$ cat src/rtl/streaming_fifo_count_monitor_if.sv
// AXI4-Lite control bus for the FIFO count monitor. Signal names follow the
// s_axi_control_* channel names with the prefix carried by the instance name.
interface streaming_fifo_count_monitor_if;
  logic [3:0]  AWADDR;
  logic        AWVALID;
  logic        AWREADY;
  logic [31:0] WDATA;
  logic [3:0]  WSTRB;
  logic        WVALID;
  logic        WREADY;
  logic [1:0]  BRESP;
  logic        BVALID;
  logic        BREADY;
  logic [3:0]  ARADDR;
  logic        ARVALID;
  logic        ARREADY;
  logic [31:0] RDATA;
  logic [1:0]  RRESP;
  logic        RVALID;
  logic        RREADY;

  modport slave (
    input  AWADDR, AWVALID, WDATA, WSTRB, WVALID, BREADY, ARADDR, ARVALID, RREADY,
    output AWREADY, WREADY, BRESP, BVALID, ARREADY, RDATA, RRESP, RVALID
  );

  modport master (
    output AWADDR, AWVALID, WDATA, WSTRB, WVALID, BREADY, ARADDR, ARVALID, RREADY,
    input  AWREADY, WREADY, BRESP, BVALID, ARREADY, RDATA, RRESP, RVALID
  );
endinterface

$ cat src/rtl/streaming_fifo_count_monitor.sv
// Occupancy monitor for a StreamingFIFO: samples count, tracks peak and the
// number of cycles at/above FULL_LEVEL, and exposes them over AXI4-Lite.
module streaming_fifo_count_monitor #(
  parameter int COUNT_WIDTH = 14,
  parameter int FULL_LEVEL  = 16383
) (
  input  logic                   ap_clk,
  input  logic                   ap_rst_n,
  input  logic [COUNT_WIDTH-1:0] count,
  streaming_fifo_count_monitor_if.slave s_axi_control
);

  localparam logic [COUNT_WIDTH-1:0] FULL_THR = COUNT_WIDTH'(FULL_LEVEL);

  typedef enum logic {W_IDLE, W_RESP} wstate_t;
  typedef enum logic {R_IDLE, R_DATA} rstate_t;

  wstate_t wstate, wstate_next;
  rstate_t rstate, rstate_next;

  // Keeps the READY outputs low until the first edge after reset release.
  logic                   out_en;

  logic [COUNT_WIDTH-1:0] cur;
  logic [COUNT_WIDTH-1:0] peak;
  logic [31:0]            fullcyc;
  logic                   freeze;

  logic                   aw_got, w_got;
  logic [1:0]             aw_idx;
  logic [1:0]             wdata_q;
  logic                   wstrb0_q;
  logic [31:0]            rdata_q;

  logic                   aw_hs, w_hs, ar_hs;
  logic [1:0]             wr_idx;
  logic [1:0]             wr_data;
  logic                   wr_strb0;
  logic                   do_write, ctrl_wr, clear;
  logic [31:0]            rd_mux;

  // Address bits below the word index and unused data/strobe bits.
  logic unused_bits;
  assign unused_bits = ^{s_axi_control.AWADDR[1:0], s_axi_control.ARADDR[1:0],
                         s_axi_control.WDATA[31:2], s_axi_control.WSTRB[3:1]};

  // Handshake decode and write merge of captured vs. live AW/W beats.
  always_comb begin
    s_axi_control.AWREADY = out_en && (wstate == W_IDLE) && !aw_got;
    s_axi_control.WREADY  = out_en && (wstate == W_IDLE) && !w_got;
    s_axi_control.ARREADY = out_en && (rstate == R_IDLE);
    s_axi_control.BVALID  = (wstate == W_RESP);
    s_axi_control.RVALID  = (rstate == R_DATA);
    s_axi_control.BRESP   = 2'b00;
    s_axi_control.RRESP   = 2'b00;
    s_axi_control.RDATA   = rdata_q;
    aw_hs    = s_axi_control.AWVALID && s_axi_control.AWREADY;
    w_hs     = s_axi_control.WVALID  && s_axi_control.WREADY;
    ar_hs    = s_axi_control.ARVALID && s_axi_control.ARREADY;
    wr_idx   = aw_got ? aw_idx   : s_axi_control.AWADDR[3:2];
    wr_data  = w_got  ? wdata_q  : s_axi_control.WDATA[1:0];
    wr_strb0 = w_got  ? wstrb0_q : s_axi_control.WSTRB[0];
    do_write = (wstate == W_IDLE) && (aw_got || aw_hs) && (w_got || w_hs);
    ctrl_wr  = do_write && (wr_idx == 2'd2) && wr_strb0;
    clear    = ctrl_wr && wr_data[0];
  end

  // Register read mux; sees values as they stand before the current edge.
  always_comb begin
    rd_mux = 32'd0;
    case (s_axi_control.ARADDR[3:2])
      2'd0: rd_mux = 32'(cur);
      2'd1: rd_mux = 32'(peak);
      2'd2: rd_mux = {30'd0, freeze, 1'b0};
      2'd3: rd_mux = fullcyc;
      default: rd_mux = 32'd0;
    endcase
  end

  // Write FSM next state.
  always_comb begin
    wstate_next = wstate;
    case (wstate)
      W_IDLE: if (do_write) wstate_next = W_RESP;
      W_RESP: if (s_axi_control.BREADY) wstate_next = W_IDLE;
      default: wstate_next = W_IDLE;
    endcase
  end

  // Read FSM next state.
  always_comb begin
    rstate_next = rstate;
    case (rstate)
      R_IDLE: if (ar_hs) rstate_next = R_DATA;
      R_DATA: if (s_axi_control.RREADY) rstate_next = R_IDLE;
      default: rstate_next = R_IDLE;
    endcase
  end

  // FSM state registers and the post-reset output enable.
  always_ff @(posedge ap_clk or negedge ap_rst_n) begin
    if (!ap_rst_n) begin
      wstate <= W_IDLE;
      rstate <= R_IDLE;
      out_en <= 1'b0;
    end else begin
      wstate <= wstate_next;
      rstate <= rstate_next;
      out_en <= 1'b1;
    end
  end

  // Capture AW and W beats independently until both halves are present.
  always_ff @(posedge ap_clk or negedge ap_rst_n) begin
    if (!ap_rst_n) begin
      aw_got   <= 1'b0;
      w_got    <= 1'b0;
      aw_idx   <= 2'd0;
      wdata_q  <= 2'd0;
      wstrb0_q <= 1'b0;
    end else if (do_write) begin
      aw_got <= 1'b0;
      w_got  <= 1'b0;
    end else begin
      if (aw_hs) begin
        aw_got <= 1'b1;
        aw_idx <= s_axi_control.AWADDR[3:2];
      end
      if (w_hs) begin
        w_got    <= 1'b1;
        wdata_q  <= s_axi_control.WDATA[1:0];
        wstrb0_q <= s_axi_control.WSTRB[0];
      end
    end
  end

  // Read data latch, held until the R handshake frees the FSM.
  always_ff @(posedge ap_clk or negedge ap_rst_n) begin
    if (!ap_rst_n) rdata_q <= 32'd0;
    else if (ar_hs) rdata_q <= rd_mux;
  end

  // Occupancy statistics; a CLEAR write overrides both update and FREEZE.
  always_ff @(posedge ap_clk or negedge ap_rst_n) begin
    if (!ap_rst_n) begin
      cur     <= '0;
      peak    <= '0;
      fullcyc <= 32'd0;
      freeze  <= 1'b0;
    end else begin
      cur <= count;
      if (ctrl_wr) freeze <= wr_data[1];
      if (clear) begin
        peak    <= '0;
        fullcyc <= 32'd0;
      end else if (!freeze) begin
        if (cur > peak) peak <= cur;
        if ((cur >= FULL_THR) && (fullcyc != 32'hFFFF_FFFF)) fullcyc <= fullcyc + 32'd1;
      end
    end
  end

endmodule

$ cat src/flat_wrapper.sv
// flat-port wrapper written by rule: the top's interface ports become plain ports
module streaming_fifo_count_monitor_flat 
#(
  parameter int COUNT_WIDTH = 14,
  parameter int FULL_LEVEL  = 16383
)
  (ap_clk, ap_rst_n, count, s_axi_control_AWADDR, s_axi_control_AWVALID, s_axi_control_WDATA, s_axi_control_WSTRB, s_axi_control_WVALID, s_axi_control_BREADY, s_axi_control_ARADDR, s_axi_control_ARVALID, s_axi_control_RREADY, s_axi_control_AWREADY, s_axi_control_WREADY, s_axi_control_BRESP, s_axi_control_BVALID, s_axi_control_ARREADY, s_axi_control_RDATA, s_axi_control_RRESP, s_axi_control_RVALID);
  streaming_fifo_count_monitor_if s_axi_control_i ();
  input  logic ap_clk;
  input  logic ap_rst_n;
  input  logic [COUNT_WIDTH-1:0] count;
  input wire logic [$bits(s_axi_control_i.AWADDR)-1:0] s_axi_control_AWADDR;
  input wire logic [$bits(s_axi_control_i.AWVALID)-1:0] s_axi_control_AWVALID;
  input wire logic [$bits(s_axi_control_i.WDATA)-1:0] s_axi_control_WDATA;
  input wire logic [$bits(s_axi_control_i.WSTRB)-1:0] s_axi_control_WSTRB;
  input wire logic [$bits(s_axi_control_i.WVALID)-1:0] s_axi_control_WVALID;
  input wire logic [$bits(s_axi_control_i.BREADY)-1:0] s_axi_control_BREADY;
  input wire logic [$bits(s_axi_control_i.ARADDR)-1:0] s_axi_control_ARADDR;
  input wire logic [$bits(s_axi_control_i.ARVALID)-1:0] s_axi_control_ARVALID;
  input wire logic [$bits(s_axi_control_i.RREADY)-1:0] s_axi_control_RREADY;
  output wire logic [$bits(s_axi_control_i.AWREADY)-1:0] s_axi_control_AWREADY;
  output wire logic [$bits(s_axi_control_i.WREADY)-1:0] s_axi_control_WREADY;
  output wire logic [$bits(s_axi_control_i.BRESP)-1:0] s_axi_control_BRESP;
  output wire logic [$bits(s_axi_control_i.BVALID)-1:0] s_axi_control_BVALID;
  output wire logic [$bits(s_axi_control_i.ARREADY)-1:0] s_axi_control_ARREADY;
  output wire logic [$bits(s_axi_control_i.RDATA)-1:0] s_axi_control_RDATA;
  output wire logic [$bits(s_axi_control_i.RRESP)-1:0] s_axi_control_RRESP;
  output wire logic [$bits(s_axi_control_i.RVALID)-1:0] s_axi_control_RVALID;
  assign s_axi_control_i.AWADDR = s_axi_control_AWADDR;
  assign s_axi_control_i.AWVALID = s_axi_control_AWVALID;
  assign s_axi_control_i.WDATA = s_axi_control_WDATA;
  assign s_axi_control_i.WSTRB = s_axi_control_WSTRB;
  assign s_axi_control_i.WVALID = s_axi_control_WVALID;
  assign s_axi_control_i.BREADY = s_axi_control_BREADY;
  assign s_axi_control_i.ARADDR = s_axi_control_ARADDR;
  assign s_axi_control_i.ARVALID = s_axi_control_ARVALID;
  assign s_axi_control_i.RREADY = s_axi_control_RREADY;
  assign s_axi_control_AWREADY = s_axi_control_i.AWREADY;
  assign s_axi_control_WREADY = s_axi_control_i.WREADY;
  assign s_axi_control_BRESP = s_axi_control_i.BRESP;
  assign s_axi_control_BVALID = s_axi_control_i.BVALID;
  assign s_axi_control_ARREADY = s_axi_control_i.ARREADY;
  assign s_axi_control_RDATA = s_axi_control_i.RDATA;
  assign s_axi_control_RRESP = s_axi_control_i.RRESP;
  assign s_axi_control_RVALID = s_axi_control_i.RVALID;
  streaming_fifo_count_monitor #(.COUNT_WIDTH(COUNT_WIDTH), .FULL_LEVEL(FULL_LEVEL)) u_core (.ap_clk(ap_clk), .ap_rst_n(ap_rst_n), .count(count), .s_axi_control(s_axi_control_i));
endmodule
$ cat config.mk
export PLATFORM = sky130hd
export DESIGN_NAME = streaming_fifo_count_monitor_flat
export DESIGN_NICKNAME = d
export VERILOG_FILES = /design/src/rtl/streaming_fifo_count_monitor_if.sv /design/src/rtl/streaming_fifo_count_monitor.sv /design/src/flat_wrapper.sv
export SDC_FILE = /design/constraint.sdc
export NUM_CORES = 1
export LEC_CHECK = 0
export BUFFER_PORTS_ARGS = -buffer_cell sky130_fd_sc_hd__buf_4
export CAP_MARGIN = 20
export CORE_MARGIN = 4
export CORE_UTILIZATION = 40
export CTS_BUF_LIST = sky130_fd_sc_hd__clkbuf_8
export CTS_CLUSTER_SIZE = 14
export DETAILED_ROUTE_END_ITERATION = 6
export PLACE_DENSITY = 0.72
export SYNTH_ARGS = -nofsm -noshare
export SYNTH_HDL_FRONTEND = slang
export SYNTH_SLANG_ARGS = --single-unit
$ cat constraint.sdc
create_clock -name ap_clk -period 6.46 [get_ports ap_clk]
set_input_delay 0.323 -clock ap_clk [delete_from_list [all_inputs] [get_ports ap_clk]]
set_output_delay 0.323 -clock ap_clk [all_outputs]
set_load 0.05 [all_outputs]
==> results of run 1 <==
==> layout make-up <==
class	instances	area share, %
flip-flops and latches	103	43.1
multi-input cells	379	38.0
repair buffers	70	9.29
well taps	172	3.60
clock buffers	9	2.07
inverters	33	2.07
clock inverters	6	1.84
==> registers in the layout (all words and copies together) (netlist names) <==
| name | count |
|---|---|
| u_core.aw_got | 1 |
| u_core.aw_idx | 2 |
| u_core.cur | 14 |
| u_core.freeze | 1 |
| u_core.fullcyc | 32 |
| u_core.out_en | 1 |
| u_core.peak | 14 |
| u_core.s_axi_control.BVALID | 1 |
| u_core.s_axi_control.RDATA | 32 |
| u_core.s_axi_control.RVALID | 1 |
| u_core.w_got | 1 |
| u_core.wdata_q | 2 |
| u_core.wstrb0_q | 1 |
==> stage by stage <==
stage | hold slack [ns] | util [%]
5_1_grt | 0.0351 | 47.6
3_5_place_dp | 0.308 | 45.3
3_3_place_gp | 0.300 | 45.2
4_1_cts | 0.0387 | 47.2
6_report | 0.0568 | 47.6
2_1_floorplan | 0.0274 | -
==> cell families (layout without fill, tap and decap cells) <==
group	count (synthesis)	after routing	synth area share, %
other	2	5	0.147
buffers and inverters	66	118	5.27
XOR/XNOR	3	3	0.514
adder cells (fa/ha/maj)	15	15	3.67
flip-flops	103	103	50.5
AND/OR/NAND/NOR	197	197	19.3
AO/OA/AOI/OAI	130	130	14.5
multiplexers	29	29	6.10
==> layout by cell type, fill, tap and decap left out, types with 9 or more instances in the layout <==
master,n
o21ai_0,49
dfrtp_1,103
nand3_1,14
o22ai_1,15
buf_4,66
nand2b_1,9
ha_1,15
nand2_1,84
or3_1,16
mux2i_1,21
clkbuf_8,9
inv_1,34
nor2_1,22
a21oi_1,44
nand4_1,15
==> timing repair <==
item / CTS / global route
setup buffers: 0 / 0
hold endpoints to repair: 34 / 0
hold buffers: 1 / 0
==> worst max-delay path by stage <==
stage,from,cells after the start,endpoint,slack (ns)
after CTS,u_core.w_got$_DFFE_PN0P_,5,u_core.peak[1]$_DFFE_PN0P_,3.46
after global routing,u_core.w_got$_DFFE_PN0P_,5,u_core.peak[1]$_DFFE_PN0P_,3.25
after detailed placement,u_core.w_got$_DFFE_PN0P_,5,u_core.peak[6]$_DFFE_PN0P_,3.51
after floorplan,u_core.s_axi_control.BVALID$_DFF_PN0_,4,u_core.wdata_q[0]$_DFFE_PN0P_,4.18
after global placement,u_core.aw_got$_DFFE_PN0P_,5,u_core.peak[12]$_DFFE_PN0P_,3.56
final,u_core.w_got$_DFFE_PN0P_,5,u_core.peak[1]$_DFFE_PN0P_,3.46
==> metal layers <==
layer | global-route usage [%] | wire length [um]
met1 | 21.7 | 5040
met2 | 25.7 | 5360
met4 | 5.31 | 161
met5 | 0 | 0
met3 | 2.98 | 526
==> worst max-delay path, delay by kind of cell (launching register included) <==
family          cells  cell delay (ns)
flops               1             0.53
compound gates      3             0.83
simple gates        2             1.49
==> where the power goes <==
part	switching, uW	leakage [uW]	total, uW	internal [uW]
Clock	223	0.000117	479	255
Combinational	616	0.00142	997	381
Sequential	238	0.00123	1110	870
Total	1080	0.00276	2580	1510
==> results.ini, run 1 <==
[synthesis]
synth_commonest_cells=dfrtp_1 (103), nand2_1 (85), o21ai_0 (49), a21oi_1 (44), inv_1 (33)
synth-seq-cells=103
yosysTopAreaCell=dfrtp_1
synthDistinctLibCells=44
ys_seq_area_share_pct=50.5
synth.avg_cell_area_um2=9.37
synth_area_um2=5110
yosysMostFrequentCell=dfrtp_1
yosysWarnings=0
yosys_most_used_dff=dfrtp_1
async_flop_share_pct=100
yosys.area.top_type_share_pct=50.5
synth_edf_count=0
synthTopCellsByArea=dfrtp_1 (50%), nand2_1 (6.2%), o21ai_0 (4.8%), a21oi_1 (4.3%), mux2i_1 (4.1%)
syn-instance-count=545

[drt]
wirelength_mm=11.1
routedWlPerCell_um=14.4
drcViolationCount=0
viasPerCell=5.31
drt_pass1_iterations=5
ant_nets=0
dr.first_iter.drc_count=194
vias=4097

[timing]
setup_slack_ns=3.46
setup_viol=0
period_needed_ns=3.00
drv_slew=0
finalSetupTns_ns=0
fin_crit_sh_pct=46.4
worst_slew_pin_slew_ns=1.00
rsz0062_at_grt=no
fmax_mhz=333
hold_viol_final=0
max-slew-margin-rel_pct=33.0
skew_ns=0.0129

[global_routing]
antenna_found_initial=0
grt_max_degree=70
grt_overflow_total=0
grt_pass1_wl_mm=19.3
grtUsageTotal_pct=15.9
grt_pass1_vias=4087

[floorplan]
start_util_pct=40.6
num_rows=41
core_um2=12600
die_y_um=121
die_x_um=121
ios=106
dieArea_um2=14600

[run]
maxCapViolations=0

[placed_design]
place_ws_ns=3.51
placed_area_um2=5690
place.gp.congestion=0.869
hpwl_mm=7.72
portBuffers=64
dp.cells=753

[layout]
final_cells=772
layout-drive-gt1-share_pct=15.8
fillers=1187
multi_input_area_um2=2280
seq_area_um2=2580
final_nets=676
area_growth_pct=17.1
antenna_cells=0
final_cell_area_um2=5980

[hold_path]
hold_depth=1
min-delay-start=count[8]
hold_class=primary input to flip-flop
worstHoldEndpoint=u_core.cur[8]$_DFF_PN0_

[clock_network]
numCtsBuffers=9
tritoncts=yes
ctsResizeCount=0
cts_buffer_depth=2
cts.clk_slew.worst_paths_ns=0.10
clockRootBuffer=clkbuf_8
h-tree-depth=3
cts.sinks=103
clkLatencyLatePin_ns=0.37

[setup_path]
worstPathCellList=a21oi_1 -> nor3_1 -> and3_1 -> a211o_1 -> o22ai_1
slowest_stage=and3_1
crit_fanout=25
crit_type=flip-flop to flip-flop
reg2reg_from=u_core.w_got$_DFFE_PN0P_
regToRegEndpoint=u_core.peak[1]$_DFFE_PN0P_
cpPeakStageDelay_ns=0.94
worst-endpoint-arrival_ns=3.22
reg2regPathDepth=5
startpoint_type=flip-flop
rrSetupSlack_ns=3.46
cp-end-kind=flip-flop
cp.required_ns=6.68

[pwr]
powerDensity_nw_per_um2=432
leakagePower_uw=0.00276
finalPower_uw=2580
peakVddDrop_uv=172

[outcome]
status=finished, final reports clean

Note: power is estimated with default switching activity, not from simulation.
==> run 2, diff against run 1 <==
==> constraint.sdc (replaced) <==
create_clock -name ap_clk -period 3.1 [get_ports ap_clk]
set_input_delay 0.155 -clock ap_clk [delete_from_list [all_inputs] [get_ports ap_clk]]
set_output_delay 0.155 -clock ap_clk [all_outputs]
set_load 0.05 [all_outputs]
==> results.ini, run 2 (synthesis results as in run 1) <==
[floorplan]
dieArea_um2=14600
num_rows=41
start_util_pct=40.6
die_y_um=121
core_um2=12600
die_x_um=121
ios=106

[drt]
vias=4148
drt_pass1_iterations=4
drcViolationCount=0
routedWlPerCell_um=14.0
viasPerCell=5.23
ant_nets=0
wirelength_mm=11.1
dr.first_iter.drc_count=160

[timing]
drv_slew=0
max-slew-margin-rel_pct=35.2
hold_viol_final=0
period_needed_ns=2.43
finalSetupTns_ns=0
setup_viol=0
rsz0062_at_grt=no
fin_crit_sh_pct=78.2
skew_ns=0.0118
setup_slack_ns=0.675
worst_slew_pin_slew_ns=0.969
fmax_mhz=412

[clock_network]
cts_buffer_depth=2
h-tree-depth=3
cts.clk_slew.worst_paths_ns=0.10
numCtsBuffers=9
ctsResizeCount=0
cts_hold_buf=15
cts_setup_buffers=0
clkLatencyLatePin_ns=0.36
tritoncts=yes
cts.sinks=103
clockRootBuffer=clkbuf_8

[global_routing]
grt_pass1_wl_mm=19.2
grtUsageTotal_pct=15.9
grt_pass1_vias=4009
grt_max_degree=87
antenna_found_initial=0
grt_overflow_total=0

[outcome]
status=finished, final reports clean

[setup_path]
cp.depth=5
reg2reg_from=u_core.freeze$_DFFE_PN0P_
worstPathCellList=nand4b_1 -> or4_4 -> or4_1 -> or3_1 -> a21oi_1
crit_fanout=7
regToRegEndpoint=u_core.fullcyc[20]$_DFFE_PN0P_
crit_start=u_core.freeze$_DFFE_PN0P_
cp.required_ns=3.38
crit_type=flip-flop to flip-flop
slowest_stage=or4_1
startpoint_type=flip-flop
cp_num_buf_inv=0
cpPeakStageDelay_ns=0.64
reg2regPathDepth=5
critical_path.top_delay_family=simple AND/OR/NAND/NOR gates
rrSetupSlack_ns=0.67
worst-endpoint-arrival_ns=2.71
cp-end-kind=flip-flop

[hold_path]
hold_depth=2
worstHoldEndpoint=u_core.aw_idx[1]$_DFFE_PN0P_
hold_class=primary input to flip-flop
min-delay-start=s_axi_control_AWADDR[3]

[layout]
area_growth_pct=19.5
fillers=1197
multi_input_area_um2=2280
seq_area_um2=2580
final_nets=697
final_cell_mix=dfrtp_1 (103), nand2_1 (84), buf_4 (74)
antenna_cells=0
mostFrequentLayoutCell=dfrtp_1
layout-drive-gt1-share_pct=16.3

[pwr]
powerDensity_nw_per_um2=848
finalPower_uw=5180
leakagePower_uw=0.00282
peakVddDrop_uv=346

[placed_design]
place_ws_ns=0.665
place.gp.congestion=0.827
portBuffers=64
hpwl_mm=7.82

[run]
maxCapViolations=0

==> run 2: cell types whose count changed in the layout (fill, tap and decap cells not counted) <==
cell / delta
buf_4: +8
clkinv_4: +2
buf_16: +1
dlygate4sd3_1: +15
bufinv_16: -3
buf_12: -1
inv_6: +1
buf_8: -2
==> run 2: how the worst max path moves through the flow <==
stage,slack (ns),end
floorplan,0.82,u_core.wdata_q[0]$_DFFE_PN0P_
global placement,0.67,u_core.fullcyc[26]$_DFFE_PN0P_
detailed placement,0.67,u_core.fullcyc[20]$_DFFE_PN0P_
CTS,0.65,u_core.fullcyc[20]$_DFFE_PN0P_
global route,0.58,u_core.fullcyc[20]$_DFFE_PN0P_
finish,0.67,u_core.fullcyc[20]$_DFFE_PN0P_
==> run 2: worst register-to-register path, stage by stage, from the launching register on <==
cell	delay (ns)
dfrtp_1	0.42
nand4b_1	0.20
or4_4	0.58
or4_1	0.64
or3_1	0.38
a21oi_1	0.14
==> run 2: metrics by stage <==
step / instance area [um2] / cells / hold WS, ns / utilization (%)
2_1_floorplan: 5120 / 548 / -0.141 / -
3_3_place_gp: 5750 / 761 / 0.265 / 45.7
3_5_place_dp: 5750 / 761 / 0.266 / 45.7
4_1_cts: 6070 / 791 / 0.0187 / 48.3
5_1_grt: 6110 / 793 / 0.0189 / 48.6
6_report: 6110 / 793 / 0.0327 / 48.6
==> run 2: area by class of cell <==
cell class / instances / area share [%]
clock inverters: 6 / 0.758
flip-flops and latches: 103 / 42.2
clock buffers: 9 / 2.03
repair buffers: 91 / 12.2
well taps: 172 / 3.52
inverters: 33 / 2.03
multi-input cells: 379 / 37.3
==> run 2: report_power, final <==
group          switching, uW  leakage [uW]  total [uW]  internal [uW]
clock                    459     0.0000875         753            294
combinational           1290       0.00151        2110            815
sequential               504       0.00123        2320           1810
==> run 2: routing by layer <==
layer	track usage [%]	share of wire, %	vias to the layer above
met5	0	0	-
met4	3.26	0.82	0
met3	3.12	4.2	12
met2	27.4	50	80
met1	21.0	45	2004
li1	-	-	2052
==> run 3, diff against run 2 <==
==> constraint.sdc (replaced) <==
create_clock -name ap_clk -period 2.3 [get_ports ap_clk]
set_input_delay 0.115 -clock ap_clk [delete_from_list [all_inputs] [get_ports ap_clk]]
set_output_delay 0.115 -clock ap_clk [all_outputs]
set_load 0.05 [all_outputs]
==> results.ini, run 3 (synthesis results as in run 1) <==
[outcome]
status=finished, final reports clean

[timing]
period_needed_ns=2.27
worst_slew_pin_slew_ns=0.682
max-slew-margin-rel_pct=54.5
drv_slew=0
fmax_mhz=441
rsz0062_at_grt=yes
hold_viol_final=0
finalSetupTns_ns=0
fin_crit_sh_pct=98.5
setup_viol=0
skew_ns=0.00765

[hold_path]
worstHoldEndpoint=u_core.s_axi_control.BVALID$_DFF_PN0_
min-delay-start=s_axi_control_BREADY
hold_class=primary input to flip-flop
hold_depth=3

[layout]
mostFrequentLayoutCell=dfrtp_1
layout-drive-gt1-share_pct=20.8
multi_input_area_um2=2330
area_growth_pct=26.1
fillers=1152
final_cell_mix=dfrtp_1 (103), buf_4 (97), nand2_1 (84)
antenna_cells=0
final_cells=820
final_cell_area_um2=6440
seq_area_um2=2580
final_nets=725

[placed_design]
place.gp.congestion=0.822
hpwl_mm=8.36
dp.cells=784
portBuffers=64
placed_area_um2=5930

[setup_path]
cp_common_cell=or4_4
startpoint_type=flip-flop
reg2regPathDepth=5
crit_type=flip-flop to flip-flop
cp-end-kind=flip-flop
cp.required_ns=2.61
critical_path.top_delay_family=simple AND/OR/NAND/NOR gates
cp_num_buf_inv=0
slowest_stage=or4_4
cpPeakStageDelay_ns=0.58
worst-endpoint-arrival_ns=2.58
rrSetupSlack_ns=0.03
reg2reg_from=u_core.freeze$_DFFE_PN0P_
crit_fanout=5
regToRegEndpoint=u_core.fullcyc[19]$_DFFE_PN0P_
worstPathCellList=nand4b_1 -> or4_4 -> or4_4 -> or3_1 -> a21oi_2

[pwr]
leakagePower_uw=0.00300
peakVddDrop_uv=450
finalPower_uw=7480
powerDensity_nw_per_um2=1160

[floorplan]
start_util_pct=40.6
dieArea_um2=14600
die_x_um=121
num_rows=41
ios=106
core_um2=12600
die_y_um=121

[clock_network]
cts.sinks=103
clkLatencyLatePin_ns=0.37
h-tree-depth=3
cts_buffer_depth=2
cts.clk_slew.worst_paths_ns=0.09
tritoncts=yes
numCtsBuffers=9
clockRootBuffer=clkbuf_8

[drt]
viasPerCell=5.16
routedWlPerCell_um=14.5
drt_pass1_iterations=5
ant_nets=0
wirelength_mm=11.8
drcViolationCount=0
dr.first_iter.drc_count=194
vias=4234

[global_routing]
grtUsageTotal_pct=17.0
antenna_found_initial=0
grt_overflow_total=0
grt_max_degree=55
grt_pass1_wl_mm=20.1
grt_pass1_vias=4166

[run]
maxCapViolations=0

[run 3: cell types whose count changed in the layout (fill, tap and decap cells not counted), sizes merged, moves of 3 or more]
| cell | delta |
|---|---|
| buf | +23 |
| inv | -3 |
| bufinv | +3 |
| dlygate4sd3 | +5 |
[run 3: cell type report]
cell class | instances | share of cell area [%]
Inverter | 33 | 1.92
Clock inverter | 4 | 1.48
Tap cell | 172 | 3.34
Timing Repair Buffer | 119 | 14.9
Clock buffer | 10 | 2.14
Sequential cell | 103 | 40.0
Multi-Input combinational cell | 379 | 36.2
[run 3: metrics by stage]
step / utilization [%] / hold WS (ns) / worst slack, ns
final: 51.2 / 0.0197 / 0.0338
after global routing: 51.2 / 0.000580 / -0.0397
after CTS: 50.8 / 0.00320 / 0.0139
after detailed placement: 47.2 / 0.207 / -0.0355
after global placement: 47.2 / 0.202 / -0.0150
after floorplan: - / -0.181 / 0.0231
[run 3: metal layers]
layer | up-vias | track usage (%) | wire length (um)
li1 | 2113 | - | -
met5 | - | 0 | 0
met4 | 0 | 4.11 | 121
met2 | 82 | 29.4 | 5930
met1 | 2028 | 21.7 | 5330
met3 | 11 | 3.64 | 473
[run 3: repair_timing]
| item | 4_1_cts | 5_1_grt |
|---|---|---|
| endpoints found under the hold margin | 70 | 0 |
| hold buffers | 21 | 0 |
| gates resized for setup | 5 | 8 |
| buffers inserted | 0 | 1 |
| pin swaps | 0 | 4 |
| cloned | 0 | 0 |
| endpoints found under the setup margin | 19 | 21 |
[run 3: tightest hold or removal path, cell delays in order]
cell and delay [ns]:
buf_4 0.10, inv_1 0.04, a21o_1 0.10
[run 3: where the power goes]
part | total (uW) | internal, uW | switching, uW
logic | 3070 | 1210 | 1860
clock network | 1340 | 739 | 601
registers | 3070 | 2440 | 626
[run 3: worst max path at each step]
stage	from	to	cells after the start
after floorplan	u_core.s_axi_control.BVALID$_DFF_PN0_	u_core.wdata_q[0]$_DFFE_PN0P_	4
after global placement	u_core.freeze$_DFFE_PN0P_	u_core.fullcyc[20]$_DFFE_PN0P_	5
after detailed placement	u_core.freeze$_DFFE_PN0P_	u_core.fullcyc[21]$_DFFE_PN0P_	5
after CTS	u_core.freeze$_DFFE_PN0P_	u_core.fullcyc[21]$_DFFE_PN0P_	5
after global routing	u_core.freeze$_DFFE_PN0P_	u_core.fullcyc[28]$_DFFE_PN0P_	6
final	u_core.freeze$_DFFE_PN0P_	u_core.fullcyc[19]$_DFFE_PN0P_	5
